File: src/rtl/rsc_constituent_encoder_pkg.sv
// ---------------------------------------------------------------------------
// turbo_pkg
// Shared definitions for the turbo encoder constituent RSC encoders.
//   G0_OCT / G1_OCT : feedback / feedforward generator polynomials (octal)
//   MEM             : encoder memory (number of shift register stages)
//   enc_state_t     : constituent encoder FSM state encoding
//   tap_mask()      : converts a generator into a mask over s[2:0]
// ---------------------------------------------------------------------------
package turbo_pkg;

  localparam int G0_OCT = 'o13;  // 1 + D^2 + D^3, feedback
  localparam int G1_OCT = 'o15;  // 1 + D + D^3, parity
  localparam int MEM    = 3;

  localparam logic [1:0] ST_IDLE = 2'd0;
  localparam logic [1:0] ST_ENC  = 2'd1;
  localparam logic [1:0] ST_TAIL = 2'd2;

  typedef enum logic [1:0] {
    IDLE = ST_IDLE,
    ENC  = ST_ENC,
    TAIL = ST_TAIL
  } enc_state_t;

  // Generator bit MEM is the D^0 term; bits MEM-1..0 are D^1..D^MEM.
  // s[0] holds the newest stage (D^1) and s[MEM-1] the oldest (D^MEM),
  // so the mask over {s[2],s[1],s[0]} is the generator's low bits reversed.
  function automatic logic [MEM-1:0] tap_mask(input int g);
    logic [MEM-1:0] m;
    for (int i = 0; i < MEM; i++) begin
      m[i] = g[MEM-1-i];
    end
    return m;
  endfunction

endpackage

File: src/rtl/rsc_constituent_encoder_if.sv
// ---------------------------------------------------------------------------
// rsc_constituent_encoder_if
// Byte input from the interleaver stage and bit/byte outputs towards the
// multiplexer/puncturer.
//   data_in, data_en                       : byte and its level-type enable
//   sys_bit, par_bit, bit_valid, tail_flag : per-cycle bit pair stream
//   parity_byte, done                      : data-phase parity byte, end pulse
//   busy, overrun                          : status
// master = interleaver/consumer side, slave = encoder.
// ---------------------------------------------------------------------------
interface rsc_constituent_encoder_if #(
  parameter int DATA_W = 8
) ();

  logic [DATA_W-1:0] data_in;
  logic              data_en;
  logic              sys_bit;
  logic              par_bit;
  logic              bit_valid;
  logic              tail_flag;
  logic [DATA_W-1:0] parity_byte;
  logic              done;
  logic              busy;
  logic              overrun;

  modport master (
    output data_in, data_en,
    input  sys_bit, par_bit, bit_valid, tail_flag, parity_byte, done, busy, overrun
  );

  modport slave (
    input  data_in, data_en,
    output sys_bit, par_bit, bit_valid, tail_flag, parity_byte, done, busy, overrun
  );

endinterface

File: src/rtl/rsc_constituent_encoder_trellis.sv
// ---------------------------------------------------------------------------
// rsc_trellis_step
// One combinational trellis transition of the 8-state g0=13 / g1=15 RSC code.
//   u      : data input bit (ignored when tail=1)
//   s      : current state, s[0] newest stage
//   tail   : termination step, input is forced so that fb = 0
//   fb     : feedback bit shifted into s[0]
//   p      : parity output bit
//   u_eff  : systematic bit actually encoded (u, or the tail input)
//   s_next : next state {s[1], s[0], fb}
// ---------------------------------------------------------------------------
module rsc_trellis_step
  import turbo_pkg::*;
(
  input  logic           u,
  input  logic [MEM-1:0] s,
  input  logic           tail,
  output logic           fb,
  output logic           p,
  output logic           u_eff,
  output logic [MEM-1:0] s_next
);

  localparam logic [MEM-1:0] FB_MASK  = tap_mask(G0_OCT);
  localparam logic [MEM-1:0] PAR_MASK = tap_mask(G1_OCT);

  logic fb_state;

  assign fb_state = ^(s & FB_MASK);
  // During termination the input equals the state feedback, cancelling it.
  assign u_eff    = tail ? fb_state : u;
  assign fb       = u_eff ^ fb_state;
  assign p        = fb ^ (^(s & PAR_MASK));
  assign s_next   = {s[MEM-2:0], fb};

endmodule

File: src/rtl/rsc_constituent_encoder.sv
// ---------------------------------------------------------------------------
// rsc_constituent_encoder
// Constituent RSC encoder of the turbo encoder. A rising edge on data_en
// captures data_in; the byte is serialised MSB first as DATA_W (sys, par)
// pairs followed by TAIL_N termination pairs. All outputs are registered.
//   clk  : clock, all logic on posedge
//   rst  : synchronous reset, active-high
//   bus  : slave side of rsc_constituent_encoder_if
//
// state | meaning
// IDLE  | waiting for a data_en rising edge
// ENC   | emitting the DATA_W data-phase bit pairs
// TAIL  | emitting the TAIL_N termination pairs, done on the last one
// ---------------------------------------------------------------------------
module rsc_constituent_encoder
  import turbo_pkg::*;
#(
  parameter int DATA_W = 8,
  parameter int TAIL_N = MEM
) (
  input  logic                         clk,
  input  logic                         rst,
  rsc_constituent_encoder_if.slave     bus
);

  localparam int CNT_W = (DATA_W > 1) ? $clog2(DATA_W) : 1;

  enc_state_t        state, state_n;
  logic [CNT_W-1:0]  cnt, cnt_n;
  logic [DATA_W-1:0] shbuf, shbuf_n;
  logic [DATA_W-1:0] coll, coll_n;
  logic [MEM-1:0]    s, s_n;
  logic              en_q;
  logic              start;

  logic              sys_q, sys_n;
  logic              par_q, par_n;
  logic              valid_q, valid_n;
  logic              tail_q, tail_n;
  logic              done_q, done_n;
  logic              busy_q, busy_n;
  logic              ov_q, ov_n;
  logic [DATA_W-1:0] pbyte_q, pbyte_n;

  logic              step_p;
  logic              step_u_eff;
  logic [MEM-1:0]    step_s_next;
  logic              step_fb_unused;  // already present as step_s_next[0]

  assign start = bus.data_en & ~en_q;

  rsc_trellis_step u_step (
    .u      (shbuf[DATA_W-1]),
    .s      (s),
    .tail   (state == TAIL),
    .fb     (step_fb_unused),
    .p      (step_p),
    .u_eff  (step_u_eff),
    .s_next (step_s_next)
  );

  always_comb begin
    state_n = state;
    cnt_n   = cnt;
    shbuf_n = shbuf;
    coll_n  = coll;
    s_n     = s;
    sys_n   = 1'b0;
    par_n   = 1'b0;
    valid_n = 1'b0;
    tail_n  = 1'b0;
    done_n  = 1'b0;
    pbyte_n = pbyte_q;
    // busy and overrun are judged on the current state so that an edge on
    // the final tail cycle is still an overrun, while the next one is accepted.
    busy_n  = (state != IDLE);
    ov_n    = start & (state != IDLE);

    unique case (state)
      IDLE: begin
        if (start) begin
          shbuf_n = bus.data_in;
          coll_n  = '0;
          s_n     = '0;
          cnt_n   = CNT_W'(DATA_W - 1);
          state_n = ENC;
        end
      end
      ENC: begin
        sys_n   = step_u_eff;
        par_n   = step_p;
        valid_n = 1'b1;
        s_n     = step_s_next;
        shbuf_n = {shbuf[DATA_W-2:0], 1'b0};
        coll_n  = {coll[DATA_W-2:0], step_p};
        if (cnt == '0) begin
          cnt_n   = CNT_W'(TAIL_N - 1);
          state_n = TAIL;
        end else begin
          cnt_n = cnt - CNT_W'(1);
        end
      end
      TAIL: begin
        sys_n   = step_u_eff;
        par_n   = step_p;
        valid_n = 1'b1;
        tail_n  = 1'b1;
        s_n     = step_s_next;
        if (cnt == '0) begin
          done_n  = 1'b1;
          pbyte_n = coll;
          state_n = IDLE;
        end else begin
          cnt_n = cnt - CNT_W'(1);
        end
      end
      default: begin
        state_n = IDLE;
      end
    endcase
  end

  always_ff @(posedge clk) begin
    if (rst) begin
      state   <= IDLE;
      cnt     <= '0;
      shbuf   <= '0;
      coll    <= '0;
      s       <= '0;
      en_q    <= 1'b0;
      sys_q   <= 1'b0;
      par_q   <= 1'b0;
      valid_q <= 1'b0;
      tail_q  <= 1'b0;
      done_q  <= 1'b0;
      busy_q  <= 1'b0;
      ov_q    <= 1'b0;
      pbyte_q <= '0;
    end else begin
      state   <= state_n;
      cnt     <= cnt_n;
      shbuf   <= shbuf_n;
      coll    <= coll_n;
      s       <= s_n;
      en_q    <= bus.data_en;
      sys_q   <= sys_n;
      par_q   <= par_n;
      valid_q <= valid_n;
      tail_q  <= tail_n;
      done_q  <= done_n;
      busy_q  <= busy_n;
      ov_q    <= ov_n;
      pbyte_q <= pbyte_n;
    end
  end

  assign bus.sys_bit     = sys_q;
  assign bus.par_bit     = par_q;
  assign bus.bit_valid   = valid_q;
  assign bus.tail_flag   = tail_q;
  assign bus.done        = done_q;
  assign bus.busy        = busy_q;
  assign bus.overrun     = ov_q;
  assign bus.parity_byte = pbyte_q;

endmodule

File: src/flat_wrapper.sv
// flat-port wrapper written by rule: the top's interface ports become plain ports
module rsc_constituent_encoder_flat import turbo_pkg::*;
#(
  parameter int DATA_W = 8,
  parameter int TAIL_N = MEM
)
  (clk, rst, bus_data_in, bus_data_en, bus_sys_bit, bus_par_bit, bus_bit_valid, bus_tail_flag, bus_parity_byte, bus_done, bus_busy, bus_overrun);
  rsc_constituent_encoder_if #(.DATA_W(DATA_W)) bus_i ();
  input  logic clk;
  input  logic rst;
  input wire logic [$bits(bus_i.data_in)-1:0] bus_data_in;
  input wire logic [$bits(bus_i.data_en)-1:0] bus_data_en;
  output wire logic [$bits(bus_i.sys_bit)-1:0] bus_sys_bit;
  output wire logic [$bits(bus_i.par_bit)-1:0] bus_par_bit;
  output wire logic [$bits(bus_i.bit_valid)-1:0] bus_bit_valid;
  output wire logic [$bits(bus_i.tail_flag)-1:0] bus_tail_flag;
  output wire logic [$bits(bus_i.parity_byte)-1:0] bus_parity_byte;
  output wire logic [$bits(bus_i.done)-1:0] bus_done;
  output wire logic [$bits(bus_i.busy)-1:0] bus_busy;
  output wire logic [$bits(bus_i.overrun)-1:0] bus_overrun;
  assign bus_i.data_in = bus_data_in;
  assign bus_i.data_en = bus_data_en;
  assign bus_sys_bit = bus_i.sys_bit;
  assign bus_par_bit = bus_i.par_bit;
  assign bus_bit_valid = bus_i.bit_valid;
  assign bus_tail_flag = bus_i.tail_flag;
  assign bus_parity_byte = bus_i.parity_byte;
  assign bus_done = bus_i.done;
  assign bus_busy = bus_i.busy;
  assign bus_overrun = bus_i.overrun;
  rsc_constituent_encoder #(.DATA_W(DATA_W), .TAIL_N(TAIL_N)) u_core (.clk(clk), .rst(rst), .bus(bus_i));
endmodule
File: config.mk
export PLATFORM = sky130hd
export DESIGN_NAME = rsc_constituent_encoder_flat
export DESIGN_NICKNAME = d
export VERILOG_FILES = /design/src/rtl/rsc_constituent_encoder_pkg.sv /design/src/rtl/rsc_constituent_encoder_if.sv /design/src/rtl/rsc_constituent_encoder_trellis.sv /design/src/rtl/rsc_constituent_encoder.sv /design/src/flat_wrapper.sv
export SDC_FILE = /design/constraint.sdc
export NUM_CORES = 1
export LEC_CHECK = 0
export ABC_AREA = 1
export ABC_CLOCK_PERIOD_IN_PS = 1300
export CAP_MARGIN = 20
export CORE_MARGIN = 2
export CORE_UTILIZATION = 45
export CTS_BUF_LIST = sky130_fd_sc_hd__clkbuf_8
export DETAILED_ROUTE_END_ITERATION = 7
export HOLD_SLACK_MARGIN = 0.12
export PLACE_DENSITY = 0.7
export SYNTH_ARGS = -nofsm -noshare
export SYNTH_HDL_FRONTEND = slang
export SYNTH_SLANG_ARGS = --single-unit
File: constraint.sdc
create_clock -name clk -period 1.3 [get_ports clk]
set_clock_uncertainty 0.1 [all_clocks]
set_input_delay 0.195 -clock clk [delete_from_list [all_inputs] [get_ports clk]]
set_output_delay 0.195 -clock clk [all_outputs]
set_load 0.03 [all_outputs]
---- After elaboration in Yosys (flattened, before gate mapping) ----
Cells that the tools add are included.
operators by class
  add/subtract/negate cells ............... 1
  equal/unequal tests ..................... 6
  multiplexer cells ....................... 18
  bitwise logic cells ..................... 7
  reductions and logical operators ........ 16
operators with widths
  cell                                                                    count
  8-bit one-hot mux with 2 select lines                                   2
  8-bit 2-to-1 mux                                                        2
  3-bit 2-to-1 mux                                                        4
  3-bit one-hot mux with 3 select lines                                   1
  2-bit 2-to-1 mux                                                        3
  2-bit by 1-bit != test with 1-bit output (second input constant)        3
  2-bit one-hot mux with 3 select lines                                   1
  3-bit one-hot mux with 2 select lines                                   1
  2-bit AND reduction                                                     3
  3-bit AND reduction                                                     2
  2-bit nonzero test                                                      3
  2-bit OR reduction                                                      3
  3-bit XOR reduction                                                     2
  1-bit 2-to-1 mux                                                        4
  3-bit logical NOT                                                       1
  1-bit NOT                                                               3
  3-bit nonzero test                                                      1
  3-bit by 1-bit subtractor with 3-bit output (second input constant)     1
  1-bit AND                                                               2
  2-bit by 1-bit equality test with 1-bit output (second input constant)  1
  2-bit equality test (second input constant)                             1
  2-bit logical NOT                                                       1
  2-bit != test (second input constant)                                   1
  1-bit bitwise XOR                                                       2
word-level totals
  flip-flop bits (word level) ............. 40
  input bits .............................. 11
  output and inout bits ................... 15
  logic and storage cells ................. 62

---- Longest topological paths before layout ----
Gate-level depths: netlist of the first run.
  word-level depth ........................ 5
  gate-level depth with buffers ........... 9
  depth with buffers taken out ............ 9

---- Cells and area by module ----
A second synthesis of the first run with hierarchy kept.
second synthesis, totals
  cell total of the unflattened synthesis .. 249
  area, all modules ....................... 1,813.0 µm²
modules (own cells, without submodules)
  module                   instances  cells an instance  area an instance (µm²)  seq. area each (µm²)
  rsc_constituent_encoder  1          226                1,687.9                 800.8
  rsc_trellis_step         1          23                 125.1                   0.0

---- Worst setup path after synthesis of the first run ----
No wires, ideal clock.
  path kind ............................... register to register
  start point ............................. reg u_core.state[0]
  end point ............................... reg u_core.shbuf[0]
  setup time .............................. 0.115 ns
  arrival ................................. 1.244 ns
  data required time ...................... 1.085 ns
  path slack .............................. -0.159 ns
  cell stages (with the launch flop) ...... 8
  period minus slack after synthesis ...... 1.459 ns
  cell sequence ........................... dfxtp_1 inv_1 ha_1 nor2_2 nor2_8 buf_8 o21ai_1 nor2_1
on the way
  word-level cells in the longest chain between the ends .. 3
RTL lines
  element                                                                                          RTL line                        source
  start: declaration                                                                               rsc_constituent_encoder.sv:28   enc_state_t state, state_n;
  start signal: assignment                                                                         rsc_constituent_encoder.sv:140  state <= state_n;
  2-bit by 1-bit equality test with 1-bit output / 2-bit logical NOT (equally long branches)       rsc_constituent_encoder.sv:79   unique case (state)
  2-bit nonzero test (no line) / 2-bit by 1-bit != test with 1-bit output (equally long branches)  -
  2-bit AND reduction (no line)                                                                    -
  end signal: assignment                                                                           rsc_constituent_encoder.sv:142  shbuf <= shbuf_n;
  end: declaration                                                                                 rsc_constituent_encoder.sv:30   logic [DATA_W-1:0] shbuf, shbuf_n;
Parallel ways exist; a longest one is shown, timed or not.
A chain may end at the register's enable or synchronous reset.

---- Worst setup path after layout of the first run ----
  start point ............................. reg u_core.state[0]
  end point ............................... reg u_core.shbuf[6]
Same word-level chain as after synthesis.

==> metrics.yaml, run 1 <==
cp_max_fo: 6
viasPerCell: 4.90
first_iter_violations: 73
ys.warnings.count: 0
hpwl_um: 2600
cp.required_ns: 1.39
die_y_um: 65.6
final_util_pct: 70.0
fin_area_sq_mm: 0.00256
setup_viol: 23
ys_ff_latch: 40
avgSynthCellArea_sq_um: 7.98
r2r_cells: 7
ys_types: 28
num-nets-final: 292
clkLatencyLatePin_ns: 0.29
async_reset_ff_share_pct: 0
p_leak_nw: 1.11
hold_end: "u_core.en_q$_SDFF_PP0_"
max_slew_margin_pct: 80.5
syn-num-nets: 232
rows: 22
routedWlPerCell_um: 11.8
placed_cells: 308
power_density_mw_per_mm2: 2440
firstDrtPassIters: 4
ys.flop_type: "dfxtp_1"
synth_top_area_share_pct: 46.9
hold-worst-slack_ns: 0.351
grt_max_degree: 15
routed_wl_um: 3800
hold_start: "bus_data_en"
finalCriticalPeriod_ns: 1.39
whs_path_depth: 3
yosys.area.top_type: "dfxtp_1"
fin_cells: 323
ant_nets: 0
maxCapViolCount: 0
yosysMostFrequentCell: "nand2_1"
die_area_sq_mm: 0.00430
diodes: 0
cts_tree: "built"
r2r-end: "u_core.shbuf[6]$_SDFFE_PP0P_"
io_buffers: 25
worst_pin_slew_ns: 0.294
cts_buffers: 5
area_growth_syn_to_layout_pct: 50.0
synth_edf_count: 0
grt_first_pass_wirelength_um: 6310
post_dp_cell_area_sq_mm: 0.00225
gp_congestion: 0.834
syn_inst: 214
ir_worst_vdd_v: 0.00153
start_util_pct: 46.7
synthTopCellsByCount: "42 x nand2_1, 40 x dfxtp_1, 29 x nor2_1"
critPathKind: "flip-flop to flip-flop"
endpoint_kind: "flip-flop"
dr_total_vias: 1584
cts_root_buffer: "clkbuf_8"
ys_top_cells_by_area: "dfxtp_1 47%, nand2_1 9.2%, nor2_1 6.4%"
clock-sinks: 40
cts_max_level: 2
route.detailed.drc: 0
rrSetupSlack_ns: -0.09
grt_pass1_vias: 1474
grt.overflow.total: 0
arrival_ns: 1.48
dpl_worst_slack_ns: -0.298
rsz0062_at_grt: "true"
synth.cell_area_sq_mm: 0.00171
coreArea_sq_mm: 0.00366
hold_buffers: 0
worstReg2RegStart: "u_core.state[0]$_SDFFE_PP0P_"
fin_crit_sh_pct: 107
seq_area_frac_synth_pct: 46.9
hold_path.class: "input pin to flip-flop"
failed_checks: "setup timing"
io_pins: 26
grt_usage_pct: 19.2
hold_viol: 0
layout_setup_ws_ns: -0.0908
clockBufferDepth: 2
antenna_found_initial: 0
n_fill_cell: 290
drive_above_1_share_pct: 38.9
clk_pin_slew_ns: 0.08
cp-start-kind: "flip-flop"
status: "finished, violations left"
drv_slew: 0
fmaxAchievable_mhz: 719
die_width_um: 65.6
registers in the layout, summed over array words and instances (netlist names), 2 cells and up:
| signal | count |
|---|---|
| u_core.cnt | 3 |
| u_core.bus.parity_byte | 8 |
| u_core.shbuf | 8 |
| u_core.s | 3 |
| u_core.coll | 8 |
| u_core.state | 2 |
routing by layer:
layer	global-route usage, %	up-vias	part of all wire (%)
li1	-	818	-
met1	22.9	722	45
met2	32.3	35	49
met3	4.79	9	3.6
met4	8.85	0	2.3
met5	0	-	0
repair_timing:
action                     CTS  global route
cloned                       1             0
hold endpoints to repair     0             0
setup buffers                6             1
gates resized for setup     49            30
setup endpoints to repair   42            43
pin swaps                   16             7
stage by stage:
| stage | TNS (ns) | power, mW |
|---|---|---|
| finish | -1.05 | 6.26 |
| global route | -3.41 | 6.66 |
| CTS | -0.902 | 6.09 |
| detailed placement | -6.11 | 4.59 |
| global placement | -5.25 | 4.55 |
| floorplan | -0.0645 | 3.65 |
cell families after synthesis:
logic type | share of synthesized area, %
DFF | 46.9
xor gates and xnor gates | 1.03
and+or+nand+nor | 24.2
AOI/OAI and AO/OA | 15.8
adders and majority gates | 5.13
buffers and inverters | 6.96
placed cells by master, fill, tap and decap left out, drive strengths merged:
| cell type | n |
|---|---|
| o21ai | 26 |
| buf | 39 |
| a21oi | 16 |
| clkdlybuf4s15 | 4 |
| xnor2 | 2 |
| nand3b | 1 |
| clkinvlp | 1 |
| a211oi | 1 |
| nand4 | 1 |
| clkdlybuf4s50 | 10 |
| inv | 21 |
| nand2 | 44 |
| dfxtp | 40 |
| ha | 7 |
| a31oi | 7 |
| bufinv | 1 |
| clkbuf | 9 |
| nor3 | 3 |
| and3 | 1 |
| nor2 | 34 |
| nand3 | 6 |
| dlygate4sd2 | 1 |
worst max-delay path by stage:
| stage | slack (ns) | from | endpoint | cells after the start |
|---|---|---|---|---|
| finish | -0.09 | u_core.state[0]$_SDFFE_PP0P_ | u_core.shbuf[6]$_SDFFE_PP0P_ | 7 |
| CTS | -0.08 | u_core.state[0]$_SDFFE_PP0P_ | u_core.shbuf[6]$_SDFFE_PP0P_ | 8 |
| detailed placement | -0.30 | bus_data_en | u_core.coll[0]$_SDFFE_PP0P_ | 7 |
| global route | -0.17 | u_core.state[0]$_SDFFE_PP0P_ | u_core.shbuf[6]$_SDFFE_PP0P_ | 7 |
| global placement | -0.26 | bus_data_en | u_core.shbuf[0]$_SDFFE_PP0P_ | 8 |
| floorplan | -0.02 | u_core.state[0]$_SDFFE_PP0P_ | u_core.cnt[1]$_SDFFE_PP0P_ | 9 |
final cells by class:
type / count / area, sq um / area share, %
clock buffer: 5 / 68.8 / 2.69
clock inverter: 3 / 46.3 / 1.81
inverter: 20 / 100 / 3.91
multi-input combinational: 149 / 977 / 38.1
sequential: 40 / 812 / 31.7
tap: 48 / 60.1 / 2.34
timing repair buffer: 58 / 498 / 19.4
worst max-delay path: stages (launching register included):
cell and delay, ns:
dfxtp_4 0.40, inv_6 0.05, ha_4 0.18, nor2_4 0.21
nor2_8 0.08, buf_6 0.12, o21ai_2 0.10, a31oi_1 0.05
where the power goes:
part           internal (mW)  total (mW)  leakage, nW  switching, mW
clock                  0.578        1.04       0.0548          0.457
sequential              1.54        1.76        0.329          0.216
combinational           1.57        3.47        0.721           1.89
total                   3.69        6.26         1.11           2.57
Power figures use the tool's default switching activity.
==> run 2, diff against run 1 <==
--- a/config.mk
+++ b/config.mk
@@ -5,7 +5,6 @@
 export SDC_FILE = /design/constraint.sdc
 export NUM_CORES = 1
 export LEC_CHECK = 0
-export ABC_AREA = 1
 export ABC_CLOCK_PERIOD_IN_PS = 1300
 export CAP_MARGIN = 20
 export CORE_MARGIN = 2
==> metrics.yaml, run 2 <==
drive_above_1_share_pct: 40.3
synthTopCellsByCount: "40 x dfxtp_1, 31 x nor2_1, 16 x mux2i_1"
r2r-end: "u_core.shbuf[0]$_SDFFE_PP0P_"
syn-num-nets: 197
ant_nets: 0
async_reset_ff_share_pct: 0
clk_pin_slew_ns: 0.08
die_area_sq_mm: 0.00448
rows: 22
ys_ff_latch: 40
routedWlPerCell_um: 14.3
grt.overflow.total: 0
num-nets-final: 254
synth_edf_count: 0
ys_top_cells_by_area: "dfxtp_1 45%, mux2i_1 9.0%, nor2_1 6.5%"
route.detailed.drc: 0
cts_buffers: 5
post_dp_cell_area_sq_mm: 0.00227
worst_path_largest_cell_delay_ns: 0.39
grt_util_met2_pct: 34.0
avgSynthCellArea_sq_um: 9.95
grt_pass1_vias: 1524
rsz0062_at_grt: "true"
area_growth_syn_to_layout_pct: 44.8
cp.required_ns: 1.37
drv_slew: 0
final_util_pct: 68.9
die_y_um: 66.9
arrival_ns: 1.57
cp-endpoint: "u_core.shbuf[0]$_SDFFE_PP0P_"
grt_usage_pct: 19.4
critPathKind: "flip-flop to flip-flop"
coreArea_sq_mm: 0.00374
synth-xor-area-share_pct: 1.97
layout.cells.most_common: "buf_4"
seqPwrFrac_pct: 31.4
netSwitchingFraction_pct: 37.3
ys.flop_type: "dfxtp_1"
combinationalPowerShare_pct: 53.2
p_leak_nw: 1.06
synthMuxAreaShare_pct: 11.1
clock-sinks: 40
ir_worst_vdd_v: 0.00135
start_util_pct: 47.6
cp-start-kind: "flip-flop"
clkLatencyLatePin_ns: 0.29
hpwl_um: 2540
endpoint_kind: "flip-flop"
ys.warnings.count: 0
synth_compound_area_share_pct: 18.3
cts_root_buffer: "clkbuf_8"
viasPerCell: 5.21
antenna_found_initial: 0
grt_max_degree: 17
die_width_um: 66.9
p_int_mw: 3.16
max_slew_margin_pct: 76.0
fin_crit_sh_pct: 115
n_fill_cell: 290
p_switching_mw: 1.88
seq_area_frac_synth_pct: 45.0
ys_types: 39
dr_total_vias: 1480
grt_first_pass_wirelength_um: 6590
synth_top_family_by_area: "compound AO/OA/AOI/OAI gates"
cts_tree: "built"
r2r_cells: 5
status: "finished, violations left"
io_pins: 26
yosys.area.top_type: "dfxtp_1"
first_iter_violations: 58
hold_viol: 0
use_met3_pct: 4.05
synth_top_area_share_pct: 45.0
rrSetupSlack_ns: -0.19
routed_wl_um: 4060
busiest_layer: "met2"
critPathSlowestCell: "mux2_4"
cp_max_fo: 9
grtUsageMet1_pct: 23.3
synthSimpleGateAreaFrac_pct: 14.5
yosysMostFrequentCell: "dfxtp_1"
startpoint: "u_core.state[0]$_SDFFE_PP0P_"
fmaxAchievable_mhz: 669
synth_adder_area_share_pct: 4.92
diodes: 0
cts_max_level: 2
mostFrequentLayoutCells: "38 x buf_4, 36 x dfxtp_1, 25 x nor2_1"
layout_setup_ws_ns: -0.194
worstReg2RegStart: "u_core.state[0]$_SDFFE_PP0P_"
worst_pin_slew_ns: 0.358
gp_congestion: 0.746
p_clk_share_pct: 15.4
maxCapViolCount: 0
syn_inst: 179
io_buffers: 25
setup_viol: 33
synth.cell_area_sq_mm: 0.00178
fin_area_sq_mm: 0.00258
hold_path.class: "flip-flop to flip-flop"
finalCriticalPeriod_ns: 1.49
failed_checks: "setup timing"
power_density_mw_per_mm2: 1960
crit_chain: "buf_4 -> ha_4 -> mux2_4 -> nand3b_1 -> a21oi_1"
firstDrtPassIters: 4
clockBufferDepth: 2
[run 2: cell types whose count changed in the layout (fill, tap and decap cells not counted), sizes merged, moves of 4 or more]
cell,delta
buf,+4
mux2i,+17
nand3,-5
a21oi,-9
nand2,-36
o21ai,-20
a211oi,+7
a31oi,-7
a22oi,+7
nand2b,+5
inv,-14
[run 2: cell families after synthesis]
group	after synthesis
AOI/OAI and AO/OA	39
xor gates and xnor gates	4
adders and majority gates	7
buffers and inverters	16
DFF	40
muxes	18
and+or+nand+nor	55
[run 2: per-stage QoR]
| step | setup TNS [ns] | instances | power (mW) | setup WS [ns] | hold slack, ns |
|---|---|---|---|---|---|
| 3_3_place_gp | -8.27 | 271 | 3.59 | -0.345 | 0.342 |
| 2_1_floorplan | -1.81 | 179 | 2.98 | -0.173 | 0.223 |
| 6_report | -4.07 | 284 | 5.04 | -0.194 | 0.363 |
| 5_1_grt | -6.08 | 284 | 5.35 | -0.304 | 0.402 |
| 3_5_place_dp | -9.39 | 271 | 3.67 | -0.401 | 0.348 |
| 4_1_cts | -3.94 | 283 | 4.86 | -0.191 | 0.362 |
[run 2: power by group through the flow]
stage | registers, mW | clock network [mW] | logic (mW)
global route | 1.60 | 0.848 | 2.90
global placement | 1.55 | 0 | 2.04
floorplan | 1.62 | 0 | 1.36
CTS | 1.58 | 0.805 | 2.47
detailed placement | 1.56 | 0 | 2.11
finish | 1.58 | 0.778 | 2.68
[run 2: timing repair]
| item | 4_1_cts | 5_1_grt |
|---|---|---|
| buffers inserted | 4 | 1 |
| hold buffers | 0 | 0 |
| endpoints found under the setup margin | 38 | 39 |
| gates resized for setup | 32 | 18 |
| pin swaps | 5 | 1 |
| gates cloned | 1 | 0 |
[run 2: worst max-delay path: cells and delay by family (launching register included)]
kind / cells / cell delay (ns)
mux: 1 / 0.39
flops: 1 / 0.36
fa+ha+maj: 1 / 0.20
buf+inv: 1 / 0.14
simple gates: 1 / 0.12
compound gates: 1 / 0.06
[run 2: worst min-delay path by stage]
stage                                   endpoint  slack, ns  depth (start not counted)                          from
floorplan                 u_core.en_q$_SDFF_PP0_       0.22                          1                   bus_data_en
global placement    u_core.shbuf[0]$_SDFFE_PP0P_       0.34                          2  u_core.shbuf[0]$_SDFFE_PP0P_
detailed placement  u_core.shbuf[0]$_SDFFE_PP0P_       0.35                          2  u_core.shbuf[0]$_SDFFE_PP0P_
CTS                 u_core.shbuf[0]$_SDFFE_PP0P_       0.36                          2  u_core.shbuf[0]$_SDFFE_PP0P_
global route        u_core.shbuf[0]$_SDFFE_PP0P_       0.40                          2  u_core.shbuf[0]$_SDFFE_PP0P_
finish              u_core.shbuf[0]$_SDFFE_PP0P_       0.36                          2  u_core.shbuf[0]$_SDFFE_PP0P_
[run 2: final cells by class]
| class | count | area (sq um) | share of cell area, % |
|---|---|---|---|
| Sequential cell | 40 | 808 | 31.4 |
| Multi-Input combinational cell | 124 | 1090 | 42.4 |
| Tap cell | 48 | 60.1 | 2.33 |
| Inverter | 7 | 31.3 | 1.21 |
| Timing Repair Buffer | 58 | 504 | 19.6 |
| Clock inverter | 2 | 12.5 | 0.485 |
| Clock buffer | 5 | 68.8 | 2.67 |
[run 2: layer usage]
layer,vias to the layer above,wire length (um)
li1,739,-
met1,715,1750
met2,22,2140
met3,4,139
met4,0,36
met5,-,0
